File: src/rtl/apb_pkg.sv
// rtl/apb_pkg.sv - shared types and constants for the N-port APB3 master
package apb_pkg;

  // Master transfer states
  typedef enum logic [1:0] {
    IDLE   = 2'd0,
    SETUP  = 2'd1,
    ACCESS = 2'd2,
    DERR   = 2'd3
  } apb_state_e;

  // Default peripheral window: 4 KiB per slave starting at 0x1000_0000
  localparam logic [31:0] DEF_BASE_ADDR = 32'h1000_0000;
  localparam int          DEF_SPAN_LOG2 = 12;

  // Width of a slave index; a single slave still needs one bit
  function automatic int idx_width(input int n);
    return (n > 1) ? $clog2(n) : 1;
  endfunction

endpackage

File: src/rtl/apb_addr_decoder.sv
// rtl/apb_addr_decoder.sv - combinational window check and one-hot slave select
module apb_addr_decoder
  import apb_pkg::*;
#(
  parameter int                NUM_SLAVES = 4,
  parameter int                ADDR_W     = 32,
  parameter logic [ADDR_W-1:0] BASE_ADDR  = DEF_BASE_ADDR,
  parameter int                SPAN_LOG2  = DEF_SPAN_LOG2
) (
  input  logic [ADDR_W-1:0]     i_addr,
  output logic                  o_valid,
  output logic [NUM_SLAVES-1:0] o_sel
);

  logic              w_above;
  logic [ADDR_W-1:0] w_offset;
  logic [ADDR_W-1:0] w_region;

  // Region number is the offset from the window base in units of one slave span;
  // comparing the region against NUM_SLAVES avoids overflow of BASE + size
  always_comb begin
    w_above  = (i_addr >= BASE_ADDR);
    w_offset = i_addr - BASE_ADDR;
    w_region = w_offset >> SPAN_LOG2;
    o_valid  = w_above && (w_region < ADDR_W'(NUM_SLAVES));
  end

  // One-hot select, all zero for an address outside the window
  always_comb begin
    o_sel = '0;
    for (int i = 0; i < NUM_SLAVES; i++) begin
      o_sel[i] = o_valid && (w_region == ADDR_W'(i));
    end
  end

endmodule

File: src/rtl/apb_master_nport.sv
// rtl/apb_master_nport.sv - APB3 master for NUM_SLAVES slaves; APB_MASTER_TIMEOUT_EN adds wait-state timeout
module apb_master_nport
  import apb_pkg::*;
#(
  parameter int                NUM_SLAVES  = 4,
  parameter int                ADDR_W      = 32,
  parameter int                DATA_W      = 32,
  parameter logic [ADDR_W-1:0] BASE_ADDR   = DEF_BASE_ADDR,
  parameter int                SPAN_LOG2   = DEF_SPAN_LOG2,
  parameter int                TIMEOUT_CYC = 16
) (
  input  logic                         PCLK,
  input  logic                         PRESET,
  input  logic                         transfer,
  input  logic                         write,
  input  logic [ADDR_W-1:0]            addr,
  input  logic [DATA_W-1:0]            wdata,
  output logic [DATA_W-1:0]            rdata,
  output logic                         ready,
  output logic                         error,
  output logic [ADDR_W-1:0]            PADDR,
  output logic                         PWRITE,
  output logic                         PENABLE,
  output logic [DATA_W-1:0]            PWDATA,
  output logic [NUM_SLAVES-1:0]        PSEL,
  input  logic [NUM_SLAVES*DATA_W-1:0] PRDATA,
  input  logic [NUM_SLAVES-1:0]        PREADY,
  input  logic [NUM_SLAVES-1:0]        PSLVERR
);

  localparam int IDX_W = idx_width(NUM_SLAVES);

  if (NUM_SLAVES < 1 || NUM_SLAVES > 16 || TIMEOUT_CYC < 1) begin : g_param_check
    $error("apb_master_nport: parameter out of range");
  end

  apb_state_e r_state;
  apb_state_e w_state_nxt;

  logic                  w_valid;
  logic [NUM_SLAVES-1:0] w_sel;
  logic [IDX_W-1:0]      w_idx;
  logic [IDX_W-1:0]      r_idx;

  logic                  w_pready;
  logic                  w_pslverr;
  logic [DATA_W-1:0]     w_prdata;
  logic                  w_timeout;

  logic [NUM_SLAVES-1:0] r_psel;
  logic                  r_penable;
  logic [ADDR_W-1:0]     r_paddr;
  logic                  r_pwrite;
  logic [DATA_W-1:0]     r_pwdata;
  logic [DATA_W-1:0]     r_rdata;
  logic                  r_ready;
  logic                  r_error;

  apb_addr_decoder #(
    .NUM_SLAVES (NUM_SLAVES),
    .ADDR_W     (ADDR_W),
    .BASE_ADDR  (BASE_ADDR),
    .SPAN_LOG2  (SPAN_LOG2)
  ) u_addr_decoder (
    .i_addr  (addr),
    .o_valid (w_valid),
    .o_sel   (w_sel)
  );

  // Encode the one-hot select so the response mux keys off a small index
  always_comb begin
    w_idx = '0;
    for (int i = 0; i < NUM_SLAVES; i++) begin
      if (w_sel[i]) begin
        w_idx = IDX_W'(i);
      end
    end
  end

  // Response mux: only the slave latched at acceptance is observed
  always_comb begin
    w_pready  = 1'b0;
    w_pslverr = 1'b0;
    w_prdata  = '0;
    for (int i = 0; i < NUM_SLAVES; i++) begin
      if (r_idx == IDX_W'(i)) begin
        w_pready  = PREADY[i];
        w_pslverr = PSLVERR[i];
        w_prdata  = PRDATA[i*DATA_W +: DATA_W];
      end
    end
  end

`ifdef APB_MASTER_TIMEOUT_EN
  localparam int CNT_W = $clog2(TIMEOUT_CYC + 1);

  logic [CNT_W-1:0] r_wait_cnt;

  // Wait-state counter: cleared while entering ACCESS, counts slave stalls
  always_ff @(posedge PCLK or posedge PRESET) begin
    if (PRESET) begin
      r_wait_cnt <= '0;
    end else if (r_state == SETUP) begin
      r_wait_cnt <= '0;
    end else if ((r_state == ACCESS) && !w_pready) begin
      r_wait_cnt <= r_wait_cnt + CNT_W'(1);
    end
  end

  // Abandon on the stall cycle that brings the count to TIMEOUT_CYC; a
  // slave that answers in that same cycle still completes normally
  assign w_timeout = (r_state == ACCESS) && !w_pready &&
                     (r_wait_cnt == CNT_W'(TIMEOUT_CYC - 1));
`else
  assign w_timeout = 1'b0;
`endif

  // State register
  always_ff @(posedge PCLK or posedge PRESET) begin
    if (PRESET) begin
      r_state <= IDLE;
    end else begin
      r_state <= w_state_nxt;
    end
  end

  // Next-state logic
  always_comb begin
    w_state_nxt = r_state;
    case (r_state)
      IDLE: begin
        if (transfer) begin
          w_state_nxt = w_valid ? SETUP : DERR;
        end
      end
      SETUP: begin
        w_state_nxt = ACCESS;
      end
      ACCESS: begin
        if (w_pready || w_timeout) begin
          w_state_nxt = IDLE;
        end
      end
      DERR: begin
        w_state_nxt = IDLE;
      end
      default: begin
        w_state_nxt = IDLE;
      end
    endcase
  end

  // Registered outputs: request capture, APB phase control and completion pulse
  always_ff @(posedge PCLK or posedge PRESET) begin
    if (PRESET) begin
      r_psel    <= '0;
      r_penable <= 1'b0;
      r_paddr   <= '0;
      r_pwrite  <= 1'b0;
      r_pwdata  <= '0;
      r_idx     <= '0;
      r_rdata   <= '0;
      r_ready   <= 1'b0;
      r_error   <= 1'b0;
    end else begin
      r_ready <= 1'b0;
      r_error <= 1'b0;
      case (r_state)
        IDLE: begin
          if (transfer) begin
            r_paddr  <= addr;
            r_pwrite <= write;
            r_pwdata <= wdata;
            r_psel   <= w_sel;
            r_idx    <= w_idx;
          end
        end
        SETUP: begin
          r_penable <= 1'b1;
        end
        ACCESS: begin
          if (w_pready) begin
            r_psel    <= '0;
            r_penable <= 1'b0;
            r_ready   <= 1'b1;
            r_error   <= w_pslverr;
            if (!r_pwrite) begin
              r_rdata <= w_prdata;
            end
          end else if (w_timeout) begin
            r_psel    <= '0;
            r_penable <= 1'b0;
            r_ready   <= 1'b1;
            r_error   <= 1'b1;
          end
        end
        DERR: begin
          r_ready <= 1'b1;
          r_error <= 1'b1;
        end
        default: begin
          r_psel    <= '0;
          r_penable <= 1'b0;
        end
      endcase
    end
  end

  assign PSEL    = r_psel;
  assign PENABLE = r_penable;
  assign PADDR   = r_paddr;
  assign PWRITE  = r_pwrite;
  assign PWDATA  = r_pwdata;
  assign rdata   = r_rdata;
  assign ready   = r_ready;
  assign error   = r_error;

endmodule

File: config.mk
export PLATFORM = sky130hd
export DESIGN_NAME = apb_master_nport
export DESIGN_NICKNAME = d
export VERILOG_FILES = /design/src/rtl/apb_pkg.sv /design/src/rtl/apb_addr_decoder.sv /design/src/rtl/apb_master_nport.sv
export SDC_FILE = /design/constraint.sdc
export NUM_CORES = 1
export LEC_CHECK = 0
export BUFFER_PORTS_ARGS = -buffer_cell sky130_fd_sc_hd__buf_2
export CORE_AREA = 2 2 118 120
export DETAILED_ROUTE_END_ITERATION = 6
export DIE_AREA = 0 0 120 122
export GPL_TIMING_DRIVEN = 0
export PLACE_DENSITY_LB_ADDON = 0.2
export SLEW_MARGIN = 20
export SYNTH_ARGS = -nofsm -noshare
export SYNTH_HDL_FRONTEND = slang
export SYNTH_SLANG_ARGS = --single-unit
File: constraint.sdc
create_clock -name PCLK -period 3.7 [get_ports PCLK]
set_input_delay 0.555 -clock PCLK [delete_from_list [all_inputs] [get_ports PCLK]]
set_output_delay 0.555 -clock PCLK [all_outputs]
set_load 0.02 [all_outputs]
==> impl_results.md, run 1 <==
* Post-synthesis sequential area ratio at 53.85%
* Area contributors post-synth: sky130_fd_sc_hd__dfrtp_1 54%, sky130_fd_sc_hd__nand2_1 15%, sky130_fd_sc_hd__mux4_2 14%
* DR vias/cell at 4.733
* Post-Syn Area at 5019 um^2
* Hold_buf cts at 0
* Startpoint class of the critical path: register
* Most frequent CP cell: sky130_fd_sc_hd__buf_6
* CTS HTree Levels at 3
* Number of max-slew violations in the final report at 0
* Reported leakage power at 3.899 nW
* Max frequency at 481.6 MHz
* Final ANT Viol Nets at 0
* Clock latency reported for the late side of the worst-skew pair at 0.35 ns
* Setup TNS at 0 ns
* Cell with the largest stage delay on the worst path: sky130_fd_sc_hd__mux4_2
* Slew @ Worst Pin at 0.6594 ns
* Die span in x at 120 um
* Clock Root Buffer: sky130_fd_sc_hd__clkbuf_16
* Via count at 4402
* Most common cell after layout, fill and taps aside: sky130_fd_sc_hd__buf_2
* Net count after synthesis at 629
* Delay of the slowest cell on the worst path at 0.56 ns
* Period minus WS final at 2.076 ns
* Area used by multi-input combinational logic at 2168 um^2
* Clock tree from TritonCTS: built
* Number of iterations in the first detailed-routing pass at 4
* CTS buffer count at 9
* Relative slew margins at 56.04%
* Count of input and output buffers at 307
* Clock transition at path regs at 0.07 ns
* Final Hold Violating Endpoints at 0
* Number of global-route vias before repair at 4467
* Share of the synthesized area in the top cell type at 53.85%
* Starting DRC count in detailed routing at 151
* Max rail drop VDD at 0.4077 mV
* Initial core utilization at 37.16%
* CTS resizes at 0
* Highest net fanout along the worst path at 10
* Wire length after detailed routing at 15310 um
* Worst Clk Skew at 0.006971 ns
* Detailed Place HPWL at 11930 um
* Final layout net count at 948
* Area of the core at 13500 um^2
* Area of all sequential standard cells at 2703 um^2
* Max-cap check violation count at 0
* Commonest non-fill, non-tap cells in the layout: 311 x sky130_fd_sc_hd__buf_2, 195 x sky130_fd_sc_hd__nand2_1, 108 x sky130_fd_sc_hd__dfrtp_1
* Post-synthesis cell count at 425
* Die Y at 122 um
* Final Core Density at 52.76%
* Category of the critical setup timing path: reg2reg
* GR Overflow Total at 0
* Average cell area after synthesis at 11.81 um^2
* Yosys warning count at 0
* DRC viols at 0
* Die area at 14640 um^2
* Critical path data arrival time at 2.31 ns
* Top Family by Delay on Critical Path: multiplexers
* Maximum clock insertion buffer count at 2
* Outcome: finished clean
* Power density over the cells at 763.1 nW/um^2
* Setup crit end kind: register
* Synthesis-to-layout area growth at 41.96%
* I/O pin total at 308
* Setup violation total in the final timing report at 0
* Largest net degree at the start of global routing at 61
* Setup repair after global routing missed its margin: no
* Number of distinct library cells after synthesis at 29
* Worst Path Required at 3.93 ns
* WL/cell at 16.46 um
* Clock sink count at 108
* Worst hold path type: in2async
* Wire length of the first global-routing pass at 23360 um
* Share of post-route cells with drive strength above 1 at 53.00%
* Layout filler cell count at 1258
* Number of register bits inferred by synthesis at 108
* Placer's final routability congestion estimate at 0.7903
* Antenna violations before repair at 1
* Cell Chain, Critical Path: buf_6, mux4_2, nand3b_2, or2_1, buf_6, buf_6, mux2_4
* Global-route usage over all layers at 20.84%
* Final clock period utilization by the worst path at 56.12%
* Std-Cell Rows at 43
* WP buf/inv at 3
* Number of setup buffers added after CTS at 0
* Cell taking the most area after synthesis: sky130_fd_sc_hd__dfrtp_1
-- layer usage --
layer  global-route usage, %  routed length (um)  vias to the layer above
li1                        -                   -                     2080
met1                   24.26                6022                     2106
met2                   36.40                7627                      198
met3                   6.320                1370                       18
met4                   7.647                 287                        0
met5                       0                   0                        -
-- registers in the layout, indices dropped and copies added (netlist names) --
signal / flops
r_idx: 2
PWRITE: 1
rdata: 32
error: 1
PSEL: 4
PWDATA: 32
PADDR: 32
ready: 1
r_state: 2
PENABLE: 1
-- worst paths after layout --
check	cells past startpoint	slack [ns]	end	startpoint
max	7	1.62	rdata[25]$_DFFE_PP0P_	r_idx[0]$_DFFE_PP0P_
min	2	0.23	rdata[20]$_DFFE_PP0P_	PRESET
max reg2reg	7	1.62	rdata[25]$_DFFE_PP0P_	r_idx[0]$_DFFE_PP0P_
min reg2reg	2	0.47	PWDATA[19]$_DFFE_PP0P_	PWDATA[19]$_DFFE_PP0P_
max in group asynchronous	3	2.83	PWDATA[7]$_DFFE_PP0P_	PRESET
min in group PCLK	3	0.39	PWDATA[12]$_DFFE_PP0P_	wdata[12]
-- worst reg2reg max path, cell delays in order, from the launching register on --
cell and delay (ns):
sky130_fd_sc_hd__dfrtp_1 0.35, sky130_fd_sc_hd__buf_6 0.16, sky130_fd_sc_hd__mux4_2 0.56, sky130_fd_sc_hd__nand3b_2 0.13, sky130_fd_sc_hd__or2_1 0.14, sky130_fd_sc_hd__buf_6 0.13
sky130_fd_sc_hd__buf_6 0.18, sky130_fd_sc_hd__mux2_4 0.32
-- final cells by class --
class | instances | area share (%)
Antenna cell | 1 | 0.03512
Inverter | 2 | 0.1756
Buffer | 26 | 1.967
Tap cell | 180 | 3.161
Sequential cell | 108 | 37.93
Clock inverter | 6 | 0.9835
Multi-Input combinational cell | 289 | 30.44
Timing Repair Buffer | 308 | 21.95
Clock buffer | 10 | 3.354
-- through the flow --
| step | hold WS [ns] | setup WS (ns) | std cells | power, mW | area (um^2) |
|---|---|---|---|---|---|
| 3_3_place_gp | 0.4547 | -1.010 | 912 | 4.423 | 6780 |
| 4_1_cts | 0.2531 | 1.512 | 929 | 5.507 | 7122 |
| 5_1_grt | 0.2569 | 1.335 | 930 | 5.793 | 7124 |
| 3_5_place_dp | 0.4565 | 1.502 | 913 | 4.479 | 6813 |
| 6_report | 0.2341 | 1.624 | 930 | 5.437 | 7124 |
| 2_1_floorplan | 0.5139 | 0.2994 | 425 | 3.544 | 5019 |
-- synthesized netlist by cell type, drive strengths merged --
library cell and count:
o21a 3, nor2b 1, clkbuf 14, nand3b 1, dfrtp 108, o21ai 1
a22o 1, a21o 1, or4 1, mux4 34, and2 1, inv 2
nor4b 1, nor4 3, buf 12, and3 1, nor2 5, o2bb2ai 1
mux2 32, or2 1, o31ai 1, nand2 195, a21oi 1, nand3 1
a32o 3
-- power breakdown --
group	total (mW)	internal, mW	switching (mW)
Clock	0.997	0.550	0.447
Combinational	2.43	0.963	1.47
Sequential	2.01	1.72	0.289
Total	5.44	3.23	2.21
-- cells by family after synthesis --
| family | Yosys count | share of synthesized area, % |
|---|---|---|
| flops | 108 | 53.85 |
| simple gates | 211 | 16.48 |
| buf+inv | 28 | 2.942 |
| compound gates | 12 | 1.895 |
| mux | 66 | 24.83 |
(Power assumes the default switching activity.)
==> run 2, diff against run 1 <==
CORE_AREA = 2 2 120 122   (was 2 2 118 120)
DIE_AREA = 0 0 122 124   (was 0 0 120 122)
clock period = 1.8 ns   (was 3.7 ns; I/O delays follow)
==> run 2 against run 1 <==
Compared with the run above:
- the run now ends with setup timing left
- critical path depth unchanged
- cell area rose by 3.3%
- register-to-register slack got worse by 1.8 ns
- core utilization up 0.90 points
- clock power up 110%
- clock skew shrank 0.0035 ns
- highest routed layer unchanged
- flip-flop and latch count unchanged
- sequential power rose by 100%
- combinational power up 120%
- first-iteration DRC count rose by 25%
==> impl_results.md, run 2 (synthesis results as in run 1) <==
* Outcome: finished with violations
* Violations in the final reports: setup timing
* Final layout net count at 960
* Share of post-route cells with drive strength above 1 at 55.58%
* Antenna violations before repair at 1
* Clock latency reported for the late side of the worst-skew pair at 0.35 ns
* DRC viols at 0
* Final standard cell count with taps included and fillers excluded at 942
* Origin of the critical flop-to-flop path: r_idx[0]$_DFFE_PP0P_
* Reported leakage power at 4.054 nW
* Sw Share at 40.06%
* Number of global-route vias before repair at 4468
* Total non-filler cell area in the finished layout at 7361 um^2
* Relative contribution of combinational cells to total power at 46.1%
* Commonest non-fill, non-tap cells in the layout: 312 x sky130_fd_sc_hd__buf_2, 194 x sky130_fd_sc_hd__nand2_1, 108 x sky130_fd_sc_hd__dfrtp_1
* WL/cell at 16.70 um
* Via count at 4489
* Final clock period utilization by the worst path at 109.5%
* Cell internal power dissipation at 6.862 mW
* Wire length after detailed routing at 15730 um
* Most crowded layer after global routing: met2
* Length in cells of the worst reg-to-reg path at 7
* Std-Cell Rows at 43
* Number of max-slew violations in the final report at 0
* Final Hold Violating Endpoints at 0
* Largest net degree at the start of global routing at 35
* Highest net fanout along the worst path at 8
* Slew @ Worst Pin at 0.5668 ns
* Worst Path Required at 2.03 ns
* Global Route met1 Usage at 23.12%
* Power dissipated by switching net loads at 4.587 mW
* Relative contribution of the clock network to total power at 18.0%
* Hold Path Origin: addr[11]
* Startpoint class of the critical path: register
* Reg2Reg Capture Point: rdata[30]$_DFFE_PP0P_
* Max-cap check violation count at 0
* Hold path depth at 3
* DR vias/cell at 4.765
* Period minus WS final at 1.972 ns
* Relative slew margins at 62.22%
* Setup repair after global routing missed its margin: yes
* Standard cell area after detailed placement at 6844 um^2
* Final ANT Viol Nets at 0
* Count of input and output buffers at 307
* Starting DRC count in detailed routing at 188
* CTS buffer count at 9
* Max frequency at 507.2 MHz
* Global-route usage over all layers at 19.89%
* Die area at 15130 um^2
* Category of the critical setup timing path: reg2reg
* I/O pin total at 308
* Number of iterations in the first detailed-routing pass at 6
* Setup violation total in the final timing report at 32
* Clock Root Buffer: sky130_fd_sc_hd__clkbuf_16
* Die Y at 124 um
* Critical path data arrival time at 2.20 ns
* Clock transition at path regs at 0.07 ns
* Sequential group share of total power at 36.0%
* Max rail drop VDD at 0.7373 mV
* GR Layer Usage met2 at 35.37%
* Worst Clk Skew at 0.003455 ns
* Placed instance count at 915
* Power density over the cells at 1555 nW/um^2
* Area of the core at 13720 um^2
* Setup TNS at -4.846 ns
* Most common cell after layout, fill and taps aside: sky130_fd_sc_hd__buf_2
* Maximum clock insertion buffer count at 2
* CTS HTree Levels at 3
* Met3 track demand over resource in global routing at 5.586%
* Placer's final routability congestion estimate at 0.7917
* Final hold slack at 0.1088 ns
* Total power at 11.45 mW
* Final setup margin at -0.1716 ns
* Worst hold path type: in2reg
* Wire length of the first global-routing pass at 22840 um
* Post-placement setup slack at -0.2712 ns
* Final Core Density at 53.65%
* GR Overflow Total at 0
* Setup crit end kind: register
* Synthesis-to-layout area growth at 46.67%
* Hold path endpoint: PADDR[11]$_DFFE_PP0P_
* Initial core utilization at 36.58%
* Detailed Place HPWL at 12110 um
* Die span in x at 122 um
* Clock sink count at 108
* Clock tree from TritonCTS: built
* Minimum setup slack among reg-to-reg paths at -0.17 ns
## run 2: worst max path at each step
stage,from,endpoint,slack (ns)
after floorplan,r_idx[0]$_DFFE_PP0P_,rdata[0]$_DFFE_PP0P_,-0.05
after global placement,PRESET,PWDATA[18]$_DFFE_PP0P_,-0.49
after detailed placement,r_state[1]$_DFFE_PP0P_,PWDATA[7]$_DFFE_PP0P_,-0.27
after CTS,r_idx[0]$_DFFE_PP0P_,rdata[3]$_DFFE_PP0P_,-0.16
after global routing,r_idx[0]$_DFFE_PP0P_,rdata[30]$_DFFE_PP0P_,-0.22
final,r_idx[0]$_DFFE_PP0P_,rdata[30]$_DFFE_PP0P_,-0.17
## run 2: layout make-up
cell class | instances | area [um^2]
diodes | 1 | 2.502
plain buffers | 26 | 190.2
flip-flops and latches | 108 | 2703
clock inverters | 6 | 71.32
clock buffers | 10 | 239.0
multi-input cells | 289 | 2192
well taps | 180 | 225.2
inverters | 2 | 11.26
repair buffers | 320 | 1727
fillers | 1278 | 6359
## run 2: what timing repair did
| item | in CTS | in global routing |
|---|---|---|
| hold buffers | 1 | 0 |
| endpoints found under the hold margin | 11 | 0 |
| gates resized for setup | 19 | 7 |
| pin swaps | 0 | 1 |
| setup buffers | 5 | 1 |
| setup endpoints to repair | 93 | 92 |
| cloned | 0 | 3 |
## run 2: metal layers
layer  vias to the layer above  routed length (um)
met1                      2167                5921
met5                         -                   0
met3                        20                1410
li1                       2100                   -
met2                       202                8143
met4                         0                 256
## run 2: power groups by stage
stage	clock [mW]	sequential, mW	combinational, mW
final	2.06	4.12	5.27
after CTS	2.12	4.12	5.20
after global routing	2.21	4.25	5.69
after global placement	0	4.09	4.99
after floorplan	0	5.47	1.81
after detailed placement	0	4.13	5.07
## run 2: critical path, cell delays in order, from the launching register on
cell	delay (ns)
sky130_fd_sc_hd__dfrtp_1	0.34
sky130_fd_sc_hd__buf_6	0.11
sky130_fd_sc_hd__mux4_2	0.56
sky130_fd_sc_hd__nand3b_4	0.12
sky130_fd_sc_hd__or2_4	0.13
sky130_fd_sc_hd__buf_12	0.14
sky130_fd_sc_hd__clkbuf_16	0.16
sky130_fd_sc_hd__mux2_4	0.29
==> run 3, diff against run 2 <==
BUFFER_PORTS_ARGS = not set   (was -buffer_cell sky130_fd_sc_hd__buf_2)
DONT_BUFFER_PORTS = 1   (was not set)
==> run 3 against run 2 <==
Compared with the run above:
- first-iteration DRC count fell by 31%
- critical path depth is the same
- clock skew rose by 0.0029 ns
- the flow still finishes with violations (setup timing)
- register-to-register slack lost 0.03 ns
- power shrank 13%
- combinational power down 56%
- critical endpoint is now rdata[10]$_DFFE_PP0P_
- non-clock buffer count shrank 310
- highest routed layer unchanged
- cell area is 22% lower
==> impl_results.md, run 3 (synthesis results as in run 1) <==
* Final setup margin at -0.2058 ns
* CTS HTree Levels at 3
* Starting DRC count in detailed routing at 129
* Final Core Density at 41.70%
* Period minus WS final at 2.006 ns
* Reported leakage power at 2.743 nW
* Setup repair after global routing missed its margin: yes
* Power density over the cells at 1749 nW/um^2
* GR Overflow Total at 0
* Setup TNS at -5.648 ns
* Max rail drop VDD at 0.8490 mV
* Final clock period utilization by the worst path at 111.4%
* Worst hold path type: in2reg
* Number of iterations in the first detailed-routing pass at 4
* Global-route usage over all layers at 18.33%
* Detailed Place HPWL at 11070 um
* Via count at 3281
* Length in cells of the worst reg-to-reg path at 7
* Layout filler cell count at 1324
* Most common cell after layout, fill and taps aside: sky130_fd_sc_hd__nand2_1
* Sequential group share of total power at 57.9%
* Count of input and output buffers at 0
* Max-cap check violation count at 0
* Minimum setup slack among reg-to-reg paths at -0.21 ns
* Final layout net count at 650
* Wire length of the first global-routing pass at 20470 um
* Number of max-slew violations in the final report at 0
* I/O pin total at 308
* Setup violation total in the final timing report at 32
* Initial core utilization at 36.58%
* Die area at 15130 um^2
* Area of the core at 13720 um^2
* Placed instance count at 608
* Placer's final routability congestion estimate at 0.7399
* Violations in the final reports: setup timing
* WL/cell at 22.24 um
* Origin of the critical flop-to-flop path: r_idx[0]$_DFFE_PP0P_
* Commonest non-fill, non-tap cells in the layout: 194 x sky130_fd_sc_hd__nand2_1, 107 x sky130_fd_sc_hd__dfrtp_1, 32 x sky130_fd_sc_hd__mux4_2, 32 x sky130_fd_sc_hd__mux2_4, 10 x sky130_fd_sc_hd__buf_4
* Critical path data arrival time at 2.23 ns
* Die span in x at 122 um
* Synthesis-to-layout area growth at 13.99%
* Clock sink count at 108
* Antenna violations before repair at 2
* Final hold slack at 0.02236 ns
* Power dissipated by switching net loads at 4.257 mW
* DRC viols at 0
* Std-Cell Rows at 43
* Relative contribution of the clock network to total power at 19.0%
* Hold path depth at 2
* Share of post-route cells with drive strength above 1 at 24.61%
* Hold path endpoint: PWDATA[23]$_DFFE_PP0P_
* Hold Path Origin: wdata[23]
* Worst Path Required at 2.03 ns
* Cell internal power dissipation at 5.748 mW
* Clock tree from TritonCTS: built
* DR vias/cell at 5.183
* Sw Share at 42.55%
* Max frequency at 498.6 MHz
* Die Y at 124 um
* Clock latency reported for the late side of the worst-skew pair at 0.34 ns
* Clock Root Buffer: sky130_fd_sc_hd__clkbuf_16
* Worst Clk Skew at 0.006349 ns
* Reg2Reg Capture Point: rdata[10]$_DFFE_PP0P_
* Relative slew margins at 55.98%
* Largest net degree at the start of global routing at 34
* Number of global-route vias before repair at 3494
* Maximum clock insertion buffer count at 2
* Highest net fanout along the worst path at 10
* Slew @ Worst Pin at 0.6603 ns
* Post-placement setup slack at -0.2971 ns
* Outcome: finished with violations
* CTS buffer count at 9
* Clock transition at path regs at 0.08 ns
* Category of the critical setup timing path: reg2reg
* Wire length after detailed routing at 14080 um
* Final Hold Violating Endpoints at 0
* Relative contribution of combinational cells to total power at 23.1%
* Setup crit end kind: register
* Final ANT Viol Nets at 0
* Startpoint class of the critical path: register
* Final standard cell count with taps included and fillers excluded at 633
run 3: cell count changes in the layout (fill, tap and decap cells not counted), moves of 2 or more:
cell                        previous run  this run
sky130_fd_sc_hd__buf_2               312         4
sky130_fd_sc_hd__clkbuf_2              8         5
sky130_fd_sc_hd__clkbuf_4              0         2
sky130_fd_sc_hd__clkbuf_1              6         8
sky130_fd_sc_hd__buf_4                 7        10
sky130_fd_sc_hd__clkbuf_16            12         9
run 3: what timing repair did:
item | in CTS | in global routing
endpoints found under the setup margin | 93 | 92
gates cloned | 1 | 0
endpoints found under the hold margin | 13 | 0
hold buffers | 1 | 0
pin swaps | 0 | 0
gates resized for setup | 20 | 12
setup buffers | 8 | 1
run 3: metrics by stage:
| step | total power, mW | area (um^2) |
|---|---|---|
| finish | 10.01 | 5720 |
| global route | 10.61 | 5720 |
| CTS | 10.26 | 5773 |
| detailed placement | 8.049 | 5308 |
| global placement | 7.935 | 5248 |
| floorplan | 7.285 | 5022 |
run 3: worst max path at each step:
stage | cells after the start | slack (ns) | start | endpoint
3_5_place_dp | 7 | -0.30 | r_state[1]$_DFFE_PP0P_ | PWDATA[7]$_DFFE_PP0P_
5_1_grt | 7 | -0.27 | r_idx[0]$_DFFE_PP0P_ | rdata[9]$_DFFE_PP0P_
4_1_cts | 8 | -0.24 | r_idx[0]$_DFFE_PP0P_ | rdata[10]$_DFFE_PP0P_
3_3_place_gp | 1 | -0.36 | PRESET | PWDATA[18]$_DFFE_PP0P_
6_report | 7 | -0.21 | r_idx[0]$_DFFE_PP0P_ | rdata[10]$_DFFE_PP0P_
2_1_floorplan | 7 | -0.05 | r_idx[0]$_DFFE_PP0P_ | rdata[0]$_DFFE_PP0P_
run 3: worst max-delay path, stage by stage (launching register included):
cell and delay, ns:
sky130_fd_sc_hd__dfrtp_2 0.41, sky130_fd_sc_hd__mux4_2 0.59, sky130_fd_sc_hd__nand3b_4 0.11, sky130_fd_sc_hd__or2_1 0.11, sky130_fd_sc_hd__buf_6 0.11, sky130_fd_sc_hd__buf_12 0.10, sky130_fd_sc_hd__buf_12 0.14, sky130_fd_sc_hd__mux2_4 0.30
run 3: routing by layer:
layer / share of wire (%) / GRT usage (%)
met5: 0 / 0
met2: 53 / 32.37
met4: 1.5 / 6.537
met1: 35 / 20.01
met3: 11 / 7.234
run 3: final cells by class:
type | count | area, um^2 | share of cell area (%)
Clock buffer | 11 | 242.7 | 4.243
Buffer | 24 | 160.2 | 2.800
Inverter | 2 | 11.26 | 0.1969
Clock inverter | 5 | 42.54 | 0.7437
Timing Repair Buffer | 12 | 142.6 | 2.493
Tap cell | 180 | 225.2 | 3.937
Multi-Input combinational cell | 289 | 2187 | 38.23
Antenna cell | 2 | 5.005 | 0.08749
Sequential cell | 108 | 2704 | 47.27
run 3: power by group through the flow:
stage	clock (mW)	combinational (mW)	sequential [mW]
finish	1.90	2.31	5.80
global route	2.08	2.61	5.93
CTS	1.98	2.43	5.84
detailed placement	0	2.20	5.85
global placement	0	2.08	5.85
floorplan	0	1.81	5.47
